--- src/rtl/imem_loader.sv ---
// Byte-stream loader for the MIPS instruction memory: packs big-endian bytes into
// 32-bit words, writes them from address 0 upward and holds the CPU until the last word lands.
module imem_loader #(
  parameter int ADDR_WIDTH = 8,
  parameter int WORDS      = 256
) (
  input  logic                  clk,
  input  logic                  rst,
  input  logic                  in_valid,
  input  logic [7:0]            in_data,
  input  logic                  in_last,
  output logic                  in_ready,
  output logic                  imem_we,
  output logic [ADDR_WIDTH-1:0] imem_addr,
  output logic [31:0]           imem_wdata,
  output logic                  cpu_hold,
  output logic                  done,
  output logic                  error,
  output logic [ADDR_WIDTH:0]   word_count
);

  typedef enum logic [1:0] {
    ST_RECV  = 2'd0,
    ST_WRITE = 2'd1,
    ST_DONE  = 2'd2,
    ST_ERROR = 2'd3
  } state_t;

  localparam int                  LAST_IDX_I = WORDS - 1;
  localparam logic [ADDR_WIDTH:0] LAST_IDX   = LAST_IDX_I[ADDR_WIDTH:0];
  localparam logic [ADDR_WIDTH:0] CNT_ONE    = {{ADDR_WIDTH{1'b0}}, 1'b1};

  state_t                state_r;
  state_t                state_s;
  logic [1:0]            byte_cnt_r;
  logic [23:0]           asm_r;
  logic                  last_r;
  logic                  xfer_s;
  logic                  imem_we_r;
  logic [ADDR_WIDTH-1:0] imem_addr_r;
  logic [31:0]           imem_wdata_r;
  logic                  cpu_hold_r;
  logic                  done_r;
  logic                  error_r;
  logic [ADDR_WIDTH:0]   word_count_r;

  assign in_ready   = (state_r == ST_RECV);
  assign xfer_s     = in_valid & in_ready;
  assign imem_we    = imem_we_r;
  assign imem_addr  = imem_addr_r;
  assign imem_wdata = imem_wdata_r;
  assign cpu_hold   = cpu_hold_r;
  assign done       = done_r;
  assign error      = error_r;
  assign word_count = word_count_r;

  // State register
  always_ff @(posedge clk) begin
    if (rst) begin
      state_r <= ST_RECV;
    end else begin
      state_r <= state_s;
    end
  end

  // Next-state decode; overflow is judged on the pointer of the word being written
  always_comb begin
    state_s = state_r;
    case (state_r)
      ST_RECV: begin
        if (xfer_s && (byte_cnt_r == 2'd3)) begin
          state_s = ST_WRITE;
        end else if (xfer_s && in_last) begin
          state_s = ST_ERROR;
        end else begin
          state_s = ST_RECV;
        end
      end
      ST_WRITE: begin
        if (last_r) begin
          state_s = ST_DONE;
        end else if (word_count_r == LAST_IDX) begin
          state_s = ST_ERROR;
        end else begin
          state_s = ST_RECV;
        end
      end
      ST_DONE:  state_s = ST_DONE;
      ST_ERROR: state_s = ST_ERROR;
      default:  state_s = ST_ERROR;
    endcase
  end

  // Byte assembly, write port and status registers
  always_ff @(posedge clk) begin
    if (rst) begin
      byte_cnt_r   <= 2'd0;
      asm_r        <= 24'd0;
      last_r       <= 1'b0;
      imem_we_r    <= 1'b0;
      imem_addr_r  <= {ADDR_WIDTH{1'b0}};
      imem_wdata_r <= 32'd0;
      cpu_hold_r   <= 1'b1;
      done_r       <= 1'b0;
      error_r      <= 1'b0;
      word_count_r <= {(ADDR_WIDTH + 1){1'b0}};
    end else begin
      imem_we_r <= 1'b0;
      if (xfer_s) begin
        asm_r      <= {asm_r[15:0], in_data};
        byte_cnt_r <= byte_cnt_r + 2'd1;
        // The fourth byte goes straight into the write register, so the strobe
        // and its address/data all appear together in the WRITE cycle.
        if (byte_cnt_r == 2'd3) begin
          last_r       <= in_last;
          imem_we_r    <= 1'b1;
          imem_addr_r  <= word_count_r[ADDR_WIDTH-1:0];
          imem_wdata_r <= {asm_r, in_data};
        end
      end
      if (state_r == ST_WRITE) begin
        word_count_r <= word_count_r + CNT_ONE;
      end
      cpu_hold_r <= (state_s != ST_DONE);
      done_r     <= (state_s == ST_DONE);
      error_r    <= (state_s == ST_ERROR);
    end
  end

endmodule

--- config.mk ---
export PLATFORM = sky130hd
export DESIGN_NAME = imem_loader
export DESIGN_NICKNAME = d
export VERILOG_FILES = /design/src/rtl/imem_loader.sv
export SDC_FILE = /design/constraint.sdc
export NUM_CORES = 1
export LEC_CHECK = 0
export BUFFER_PORTS_ARGS = -buffer_cell sky130_fd_sc_hd__buf_2
export CAP_MARGIN = 20
export CELL_PAD_IN_SITES_DETAIL_PLACEMENT = 1
export CELL_PAD_IN_SITES_GLOBAL_PLACEMENT = 1
export CORE_ASPECT_RATIO = 1.5
export CORE_MARGIN = 2
export CORE_UTILIZATION = 25
export DETAILED_ROUTE_END_ITERATION = 10
export GPL_ROUTABILITY_DRIVEN = 0
export PLACE_DENSITY_LB_ADDON = 0.25
export SYNTH_ARGS = -nofsm -noshare
export SYNTH_HDL_FRONTEND = slang
export SYNTH_SLANG_ARGS = --single-unit
--- constraint.sdc ---
create_clock -name clk -period 4.1 [get_ports clk]
set_input_delay 0.82 -clock clk [delete_from_list [all_inputs] [get_ports clk]]
set_output_delay 0.82 -clock clk [all_outputs]
set_load 0.01 [all_outputs]
==> results of run 1 <==
==> metal layers <==
layer  vias up  wire, um  global-route usage (%)
li1       1309         -                       -
met1      1264      3280                    14.6
met2        42      4380                    24.3
met3        11       324                    3.37
met4         0       165                    5.72
met5         -         0                       0
==> registers in the layout, summed over array words and instances (netlist names) <==
signal	count
imem_wdata	32
asm_r	24
word_count	9
imem_addr	8
byte_cnt_r	2
state_r	2
cpu_hold	1
done	1
error	1
imem_we	1
last_r	1
==> through the flow <==
step                      total power, uW  std cells  util (%)  worst slack [ns]  instance area, um2
final                                1720        578      31.2              2.07                3720
after floorplan                       923        366         -              2.44                3030
after detailed placement              951        562      28.8              1.85                3430
after global routing                 1800        578      31.2              2.01                3720
after CTS                            1750        578      31.2              2.06                3720
after global placement                948        562      28.8              1.88                3430
==> cell families (layout without fill, tap and decap cells) <==
logic type / after synthesis / after routing / share of synthesized area (%)
DFF: 82 / 82 / 54.1
xor gates and xnor gates: 3 / 3 / 0.867
adders and majority gates: 3 / 3 / 1.24
AOI/OAI and AO/OA: 83 / 83 / 14.4
buffers and inverters: 30 / 89 / 5.61
and+or+nand+nor: 165 / 165 / 23.8
==> worst min-delay path, delay by kind of cell (launching register included) <==
family,cells,cell delay (ns)
flops,1,0.30
compound gates,1,0.05
simple gates,1,0.05
==> worst paths after layout <==
| check | from | to | slack (ns) | cells past startpoint |
|---|---|---|---|---|
| worst max-delay path | state_r[0] | in_ready | 2.07 | 2 |
| worst min-delay path | imem_addr[5] | imem_addr[5] | 0.45 | 2 |
| worst max register to register | state_r[0] | imem_wdata[20] | 2.25 | 3 |
| worst min register to register | imem_addr[5] | imem_addr[5] | 0.45 | 2 |
==> layout by cell type, fill, tap and decap left out, types with 3 or more instances in the layout <==
cell and instances:
a21oi_1 73, buf_2 65, buf_4 4, clkbuf_16 9, dfxtp_1 82, ha_1 3, inv_1 4, nand2_1 135
nand3_1 4, nor2_1 8, o21ai_0 3, or3_1 3
==> Yosys cell counts <==
cell,instances
dfxtp_1,82
nand4bb_1,1
a311o_1,1
a311oi_1,1
and3b_2,1
o21a_1,1
and2b_2,1
nor2_1,8
nor3_1,1
or4_1,2
xor2_1,1
and3_1,1
nand4_2,1
nand2b_4,1
nand4b_1,1
buf_6,6
ha_1,3
nor2b_1,1
clkbuf_1,10
nand3_1,4
buf_2,10
nand2_1,135
nand3b_1,1
or3_1,3
nor3b_4,1
and4bb_2,1
o21ai_0,3
xnor2_1,2
or3b_1,1
a211oi_1,1
a21oi_1,73
o22ai_1,1
inv_1,4
o31ai_1,2
==> power by group through the flow <==
stage	Clock [uW]	Sequential [uW]	Combinational [uW]
floorplan	0	846	77.8
global placement	0	852	96.0
detailed placement	0	853	98.1
CTS	816	835	98.5
global route	848	838	109
finish	793	835	95.4
==> final cells by class <==
type / instances / area share (%)
timing repair buffer: 69 / 9.56
clock inverter: 5 / 1.48
tap: 153 / 5.15
multi-input combinational: 254 / 33.0
sequential: 82 / 44.2
inverter: 4 / 0.404
clock buffer: 11 / 6.26
==> summary.md, run 1 <==
| Metric | Value |
|---|---|
| Status | `completed` |
| Finish-stage setup viols | `0` |
| I/O Buffers | `65` |
| Die area | `13000 um2` |
| Via density | `4.54` |
| Avg Inst Size Synth | `8.28 um2` |
| Number of nets with antenna violations after routing | `0` |
| Cell Pwr Density | `464 nW/um2` |
| CTS tree | `built` |
| DR pass1 iterations | `6` |
| Net Sw Power | `404 uW` |
| Min Hold Slack | `0.452 ns` |
| CP required | `3.28 ns` |
| Fillers | `1490` |
| Post-synthesis cell area | `3030 um2` |
| Ys Warns | `0` |
| CTS resizes | `0` |
| Crit-path max FO | `11` |
| Core Region | `11900 um2` |
| Area share of the largest cell type after synthesis | `54.1%` |
| VDD IR max | `213 uV` |
| Post-synthesis sequential area ratio | `54.1%` |
| Clock-pin slew on the worst setup and hold paths | `0.06 ns` |
| Crit-path slowest cell | `dfxtp_1` |
| Initial antenna violation count | `0` |
| Tightest Pin Transition | `0.894 ns` |
| Maxcap violations | `0` |
| RSZ-0062 raised after global routing | `false` |
| Synthesis-to-finish area growth | `22.6%` |
| Final #Nets | `435` |
| Fin. max-slew vios | `0` |
| Starting DRT DRC Count | `109` |
| Switching part of the total power | `23.4%` |
| Vias | `2626` |
| I/O pins | `66` |
| Grt ovf | `0` |
| Final worst path period need | `2.03 ns` |
| Root buffer cell | `clkbuf_16` |
| Combinational fraction of design power | `5.5%` |
| Per-cell routed wire length | `14.1 um` |
| Internal | `1320 uW` |
| Worst Path Buf+Inv | `1` |
| Fin. Hold Viols | `0` |
| Worst-path cell chain | `nor2_1 > buf_2` |
| Clock sink count | `82` |
| Post-Synthesis Cells | `366` |
| Fin Setup TNS | `0 ns` |
| Area contributors post-synth | `dfxtp_1, nand2_1, a21oi_1` |
| P_leak | `0.00143 uW` |
| Initial Utilization | `25.5%` |
| # DRC | `0` |
| CP peak stage delay | `0.62 ns` |
| Total GRT Usage | `13.5%` |
| Multi-input logic area | `1220 um2` |
| Post-DP HPWL | `5560 um` |
| Num CTS Buffers | `9` |
| Largest net degree at the start of global routing | `42` |
| Routed WL | `8150 um` |
| Syn_nets | `381` |
| Antenna Cells | `0` |
| Reg power frac | `48.4%` |
| Crit path launch type | `flop` |
| CTS Hold Buffers Added | `0` |
| Slew HR | `40.4%` |
| H-tree levels | `3` |
| Synthesis-stage register bit count | `82` |
| Die Span X | `93.9 um` |
| Vert. Die Dim | `139 um` |
| Sequential cell area | `1640 um2` |
| Number of global-route vias before repair | `2825` |
| Layout cells sized above 1 | `21.2%` |
| Worst skew pair latency | `0.34 ns` |
| Part of the power in the clock network | `46.0%` |
| CP Capture Type | `output pin` |
| Setup Buffers After CTS | `0` |
| Top cell family by delay on the critical path | `flip-flops` |
| CP arrival | `1.21 ns` |
| Synth cell types | `34` |
| Fin crit share | `49.6%` |
| Clk buf depth | `2` |
| Cell taking the most area after synthesis | `dfxtp_1` |
| FP Rows | `49` |
| Worst Hold Class | `flop to flop` |
| Setup Skew | `0.00764 ns` |
| Fmax | `0.492 GHz` |
| Critical path class | `flop to output pin` |
| First-pass GRT wire length | `13800 um` |
Note: power is estimated with default switching activity, not from simulation.
==> run 2, diff against run 1 <==
--- a/config.mk
+++ b/config.mk
@@ -5,6 +5,7 @@
 export SDC_FILE = /design/constraint.sdc
 export NUM_CORES = 1
 export LEC_CHECK = 0
+export ABC_AREA = 1
 export BUFFER_PORTS_ARGS = -buffer_cell sky130_fd_sc_hd__buf_2
 export CAP_MARGIN = 20
 export CELL_PAD_IN_SITES_DETAIL_PLACEMENT = 1
==> constraint.sdc (replaced) <==
create_clock -name clk -period 1.9 [get_ports clk]
set_input_delay 0.38 -clock clk [delete_from_list [all_inputs] [get_ports clk]]
set_output_delay 0.38 -clock clk [all_outputs]
set_load 0.01 [all_outputs]
==> summary.md, run 2 <==
| Metric | Value |
|---|---|
| Total GRT Usage | `13.0% (was 13.5%)` |
| P_leak | `0.00186 uW (was 0.00143 uW)` |
| Largest family of logic cells by synthesized area | `simple AND/OR/NAND/NOR gates (unchanged)` |
| Antenna Cells | `0 (unchanged)` |
| Num CTS Buffers | `9 (unchanged)` |
| Synthesis-to-finish area growth | `25.1% (was 22.6%)` |
| Fin Setup TNS | `0 ns (unchanged)` |
| Area contributors post-synth | `dfxtp_1, nor2_1, nand2_1 (was dfxtp_1, nand2_1, a21oi_1)` |
| # DRC | `0 (unchanged)` |
| Critical path class | `flop to flop (was flop to output pin)` |
| Clock-pin slew on the worst setup and hold paths | `0.06 ns (about the same)` |
| Post-DP HPWL | `5520 um (was 5560 um)` |
| Area share of the largest cell type after synthesis | `53.9% (was 54.1%)` |
| Avg Inst Size Synth | `7.95 um2 (was 8.28 um2)` |
| Clock sink count | `82 (unchanged)` |
| FP Rows | `49 (unchanged)` |
| Critical path launch point | `word_count[1] (was state_r[0])` |
| CP arrival | `1.87 ns (was 1.21 ns)` |
| Post-synthesis compound-gate area fraction | `8.71% (was 14.4%)` |
| Maxcap violations | `0 (unchanged)` |
| Fin. max-slew vios | `0 (unchanged)` |
| Finish-stage setup viols | `0 (unchanged)` |
| Root buffer cell | `clkbuf_16 (unchanged)` |
| Final worst path period need | `1.66 ns` |
| CP Capture Type | `flop (was output pin)` |
| Post-synth top cells | `nor2_1, dfxtp_1, nand2_1 (was nand2_1, dfxtp_1, a21oi_1)` |
| Slew HR | `69.4% (was 40.4%)` |
| Mux cell area share after synthesis | `0% (unchanged)` |
| Tot Pwr | `3880 uW (was 1720 uW)` |
| Most common cell after layout, fill and taps aside | `nor2_1 (was nand2_1)` |
| Cell Pwr Density | `1020 nW/um2 (was 464 nW/um2)` |
| Synthesis-stage register bit count | `82 (unchanged)` |
| Routed WL | `8010 um (was 8150 um)` |
| Post-synthesis sequential area ratio | `53.9% (was 54.1%)` |
| Layout Cells excl Fill | `604 (was 578)` |
| Largest net degree at the start of global routing | `34 (was 42)` |
| Max reg flops | `32 (unchanged)` |
| RR Startpoint | `word_count[1] (was state_r[0])` |
| Die Span X | `94.1 um (was 93.9 um)` |
| Initial antenna violation count | `0 (unchanged)` |
| Number of nets with antenna violations after routing | `0 (unchanged)` |
| Core Region | `12000 um2 (was 11900 um2)` |
| I/O pins | `66 (unchanged)` |
| Vias | `2640 (was 2626)` |
| CTS tree | `built (unchanged)` |
| VDD IR max | `389 uV (was 213 uV)` |
| Adder-cell share of the synthesized area | `1.23% (was 1.24%)` |
| Most frequent cells in the layout | `nor2_1, dfxtp_1, nand2_1, buf_2, o21ai_0 (was nand2_1, dfxtp_1, a21oi_1, buf_2, clkbuf_16)` |
| Worst Min Path Start | `in_data[4] (was imem_addr[5])` |
| Fin. Hold Viols | `0 (unchanged)` |
| Min Hold Slack | `0.249 ns (was 0.452 ns)` |
| First-pass GRT wire length | `13300 um (was 13800 um)` |
| Crit path launch type | `flop (unchanged)` |
| Grt ovf | `0 (unchanged)` |
| Fillers | `1490 (unchanged)` |
| Via density | `4.37 (was 4.54)` |
| Initial Utilization | `25.5% (about the same)` |
| I/O Buffers | `65 (unchanged)` |
| Layout cells sized above 1 | `23.3% (was 21.2%)` |
| Setup Buffers After CTS | `0 (unchanged)` |
| RSZ-0062 raised after global routing | `false (unchanged)` |
| Worst Hold Class | `input pin to flop (was flop to flop)` |
| Fin crit share | `87.2%` |
| Most frequent cell after synthesis | `nor2_1 (was nand2_1)` |
| Per-cell routed wire length | `13.3 um (was 14.1 um)` |
| H-tree levels | `3 (unchanged)` |
| Predominant post-synthesis flop cell | `dfxtp_1 (unchanged)` |
| Post-synthesis xor/xnor area fraction | `0.288% (was 0.867%)` |
| Async set-reset flop share out of synthesis | `0% (unchanged)` |
| Tightest Pin Transition | `0.458 ns (was 0.894 ns)` |
| Cell taking the most area after synthesis | `dfxtp_1 (unchanged)` |
| Setup Skew | `0.00588 ns (was 0.00764 ns)` |
| CP required | `2.12 ns (was 3.28 ns)` |
| Post-Synth Simple-Gate Area | `29.5% (was 23.8%)` |
| Post-Synthesis Cells | `383 (was 366)` |
| Number of global-route vias before repair | `2705 (was 2825)` |
| Status | `completed (unchanged)` |
| Ys Warns | `0 (unchanged)` |
| Clk buf depth | `2 (unchanged)` |
| Post-synthesis cell area | `3050 um2 (was 3030 um2)` |
| Starting DRT DRC Count | `69 (was 109)` |
| Worst skew pair latency | `0.34 ns (about the same)` |
| CTS resizes | `0 (unchanged)` |
| Final #Nets | `462 (was 435)` |
| Vert. Die Dim | `139 um (about the same)` |
| Synth cell types | `22 (was 34)` |
| Die area | `13100 um2 (was 13000 um2)` |
| Inst Count DP | `589 (was 562)` |
| CTS Hold Buffers Added | `0 (unchanged)` |
| Post-synth EDFFs | `0 (unchanged)` |
| End-of-flow core utilization | `31.9% (was 31.2%)` |
| Crit-path max FO | `5 (was 11)` |
| Fmax | `0.604 GHz` |
| Syn_nets | `398 (was 381)` |
| DR pass1 iterations | `4 (was 6)` |
## run 2: cell types whose count changed after synthesis, moves of 12 or more
| cell | before | now |
|---|---|---|
| nor2_1 | 8 | 96 |
| a21oi_1 | 73 | 7 |
| nand2_1 | 135 | 70 |
| o21ai_0 | 3 | 46 |
| nand3_1 | 4 | 22 |
| inv_1 | 4 | 16 |
## run 2: critical path, stage by stage (launching register included)
cell and delay, ns:
dfxtp_1 0.35, ha_1 0.19, inv_1 0.09, nor2_2 0.06
nand3_1 0.06, nor2_1 0.04, ha_1 0.19, nand2_1 0.07
nand2_1 0.05, nand2_1 0.05, nand2_1 0.06, o21ai_0 0.25
inv_1 0.08
## run 2: layout make-up
type	count	area, um2	share of cell area [%]
tap	153	191	5.03
clock inverter	5	55.1	1.45
multi-input combinational	262	1210	31.8
clock buffer	10	239	6.27
timing repair buffer	73	398	10.4
sequential	82	1640	43.1
inverter	19	71.3	1.87
## run 2: per-layer routing
layer / part of all wire [%] / global-route usage (%) / wire [um]
met1: 43 / 14.9 / 3430
met3: 3.9 / 3.32 / 312
met2: 51 / 22.3 / 4070
met5: 0 / 0 / 0
met4: 2.4 / 6.03 / 194
## run 2: cells by family after synthesis
| logic type | after synthesis |
|---|---|
| adders and majority gates | 3 |
| xor gates and xnor gates | 1 |
| buffers and inverters | 39 |
| and+or+nand+nor | 205 |
| DFF | 82 |
| AOI/OAI and AO/OA | 53 |
## run 2: worst paths after layout
kind | endpoint | cells past startpoint | slack (ns)
worst max-delay path | state_r[0] | 12 | 0.24
worst min-delay path | imem_wdata[4] | 3 | 0.25
worst max register to register | state_r[0] | 12 | 0.24
worst min register to register | imem_wdata[16] | 2 | 0.46
## run 2: report_power, final
part | leakage, uW | switching [uW] | internal, uW | total, uW
registers | 0.000667 | 53.6 | 1800 | 1850
clock network | 0.000140 | 693 | 1040 | 1730
logic | 0.00105 | 186 | 101 | 286
total | 0.00186 | 933 | 2940 | 3880
## run 2: per-stage QoR
step                      setup WS (ns)  instance area [um2]
after global placement            0.299                 3510
after floorplan                   0.360                 3050
after detailed placement          0.208                 3510
after CTS                         0.208                 3810
final                             0.244                 3810
after global routing             0.0357                 3810
==> run 3, diff against run 2 <==
--- a/config.mk
+++ b/config.mk
@@ -13,6 +13,7 @@
 export CORE_ASPECT_RATIO = 1.5
 export CORE_MARGIN = 2
 export CORE_UTILIZATION = 25
+export CTS_BUF_LIST = sky130_fd_sc_hd__clkbuf_2
 export DETAILED_ROUTE_END_ITERATION = 10
 export GPL_ROUTABILITY_DRIVEN = 0
 export PLACE_DENSITY_LB_ADDON = 0.25
==> constraint.sdc (replaced) <==
create_clock -name clk -period 1.9 [get_ports clk]
set_input_delay 0.38 -clock clk [delete_from_list [all_inputs] [get_ports clk]]
set_output_delay 0.38 -clock clk [all_outputs]
set_load 0.005 [all_outputs]
==> summary.md, run 3 (synthesis gave the netlist of run 2 again) <==
| Metric | Value |
|---|---|
| Num CTS Buffers | `9 (unchanged)` |
| First-pass GRT wire length | `13200 um (was 13300 um)` |
| Fin Setup TNS | `0 ns (unchanged)` |
| Clock sink count | `82 (unchanged)` |
| Reg-to-reg endpoint | `state_r[0] (unchanged)` |
| Core Region | `12000 um2 (unchanged)` |
| H-tree levels | `3 (unchanged)` |
| Starting DRT DRC Count | `90 (was 69)` |
| Initial Utilization | `25.5% (unchanged)` |
| Largest net degree at the start of global routing | `34 (unchanged)` |
| Initial antenna violation count | `1 (was 0)` |
| P_leak | `0.00180 uW (was 0.00186 uW)` |
| Max reg flops | `32 (unchanged)` |
| Crit-path max FO | `5 (unchanged)` |
| Fin crit share | `87.2% (about the same)` |
| Synthesis-to-finish area growth | `20.5% (was 25.1%)` |
| I/O pins | `66 (unchanged)` |
| CP Capture Point | `state_r[0] (unchanged)` |
| Fin area | `3670 um2 (was 3810 um2)` |
| VDD IR max | `283 uV (was 389 uV)` |
| Die Span X | `94.1 um (unchanged)` |
| Worst-case reg-to-reg path depth | `12 (unchanged)` |
| Post-DP HPWL | `5520 um (unchanged)` |
| Tightest Pin Transition | `0.462 ns (was 0.458 ns)` |
| Clk buf depth | `2 (unchanged)` |
| Vert. Die Dim | `139 um (unchanged)` |
| # DRC | `0 (unchanged)` |
| Most frequent cells in the layout | `nor2_1, dfxtp_1, nand2_1, buf_2, o21ai_0 (unchanged)` |
| Routed WL | `7910 um (was 8010 um)` |
| DR pass1 iterations | `4 (unchanged)` |
| Critical path class | `flop to flop (unchanged)` |
| Root buffer cell | `clkbuf_2 (was clkbuf_16)` |
| Layout cells sized above 1 | `22.8% (was 23.3%)` |
| CTS tree | `built (unchanged)` |
| PnR worst setup slack | `0.243 ns (was 0.244 ns)` |
| Final worst path period need | `1.66 ns (about the same)` |
| Slew HR | `69.2% (was 69.4%)` |
| Crit path launch type | `flop (unchanged)` |
| Number of global-route vias before repair | `2708 (was 2705)` |
| Critical path launch point | `word_count[1] (unchanged)` |
| Worst skew pair latency | `0.54 ns (was 0.34 ns)` |
| Min Hold Slack | `0.0711 ns (was 0.249 ns)` |
| Worst Hold Class | `input pin to flop (unchanged)` |
| Setup Skew | `0.0362 ns (was 0.00588 ns)` |
| I/O Buffers | `65 (unchanged)` |
| CP required | `2.32 ns (was 2.12 ns)` |
| Grt ovf | `0 (unchanged)` |
| Via density | `4.37 (about the same)` |
| Fmax | `0.604 GHz (about the same)` |
| Finish-stage setup viols | `0 (unchanged)` |
| Final #Nets | `467 (was 462)` |
| Post-Place Worst Slack | `0.208 ns (unchanged)` |
| CP Capture Type | `flop (unchanged)` |
| FP Rows | `49 (unchanged)` |
| Number of nets with antenna violations after routing | `0 (unchanged)` |
| CP arrival | `2.08 ns (was 1.87 ns)` |
| R2R Setup Slk | `0.24 ns (about the same)` |
| Die area | `13100 um2 (unchanged)` |
| Fin. Hold Viols | `0 (unchanged)` |
| Status | `completed (unchanged)` |
| Vias | `2667 (was 2640)` |
| RSZ-0062 raised after global routing | `false (unchanged)` |
| Tot Pwr | `3030 uW (was 3880 uW)` |
| RR Startpoint | `word_count[1] (unchanged)` |
| Area after DPL | `3510 um2 (unchanged)` |
| Cell Pwr Density | `826 nW/um2 (was 1020 nW/um2)` |
| Per-cell routed wire length | `13.0 um (was 13.3 um)` |
| Fin. max-slew vios | `0 (unchanged)` |
| Total GRT Usage | `12.8% (was 13.0%)` |
| Maxcap violations | `0 (unchanged)` |
| Clock-pin slew on the worst setup and hold paths | `0.20 ns (was 0.06 ns)` |
| Most common cell after layout, fill and taps aside | `nor2_1 (unchanged)` |
run 3: how the worst min path moves through the flow:
stage / cells after the start / slack (ns) / from / to
after floorplan: 2 / 0.44 / asm_r[7] / imem_wdata[15]
after CTS: 3 / 0.008 / in_data[0] / imem_wdata[0]
after detailed placement: 2 / 0.46 / imem_wdata[5] / imem_wdata[5]
final: 3 / 0.07 / in_data[3] / imem_wdata[3]
after global placement: 2 / 0.45 / imem_wdata[19] / imem_wdata[19]
after global routing: 3 / 0.01 / in_data[2] / imem_wdata[2]
run 3: cell type report:
type	count	area, um2
diodes	1	2.50
repair buffers	78	448
inverters	19	71.3
multi-input cells	262	1210
flip-flops and latches	82	1640
fillers	1513	8290
well taps	153	191
clock buffers	9	45.0
clock inverters	6	58.8
run 3: what timing repair did:
action / in CTS / in global routing
buffers inserted: 0 / 0
endpoints found under the hold margin: 6 / 0
gates resized for setup: 0 / 1
hold buffers: 5 / 0
setup endpoints to repair: 0 / 3
run 3: through the flow:
step | util (%) | cells
after floorplan | - | 383
after global placement | 29.4 | 589
after detailed placement | 29.4 | 589
after CTS | 30.7 | 609
after global routing | 30.7 | 610
final | 30.7 | 610
run 3: power by group:
part           leakage [uW]  total (uW)  internal, uW  switching (uW)
Sequential         0.000668        1860          1800            53.2
Combinational       0.00107         282           107             176
Clock             0.0000612         892           287             605
Total               0.00180        3030          2200             834
run 3: metal layers:
metal	vias up	global-route usage (%)	wire, um
met2	52	22.0	4030
li1	1354	-	-
met1	1245	14.7	3360
met3	16	2.93	310
met4	0	6.10	213
met5	-	0	0
run 3: critical path, cell delays in order (launching register included):
cell and delay [ns]:
dfxtp_2 0.39, ha_1 0.17, inv_1 0.08, nor2_1 0.07
nand3_1 0.07, nor2_1 0.04, ha_1 0.19, nand2_1 0.07
nand2_1 0.04, nand2_1 0.05, nand2_1 0.06, o21ai_0 0.25
inv_1 0.08
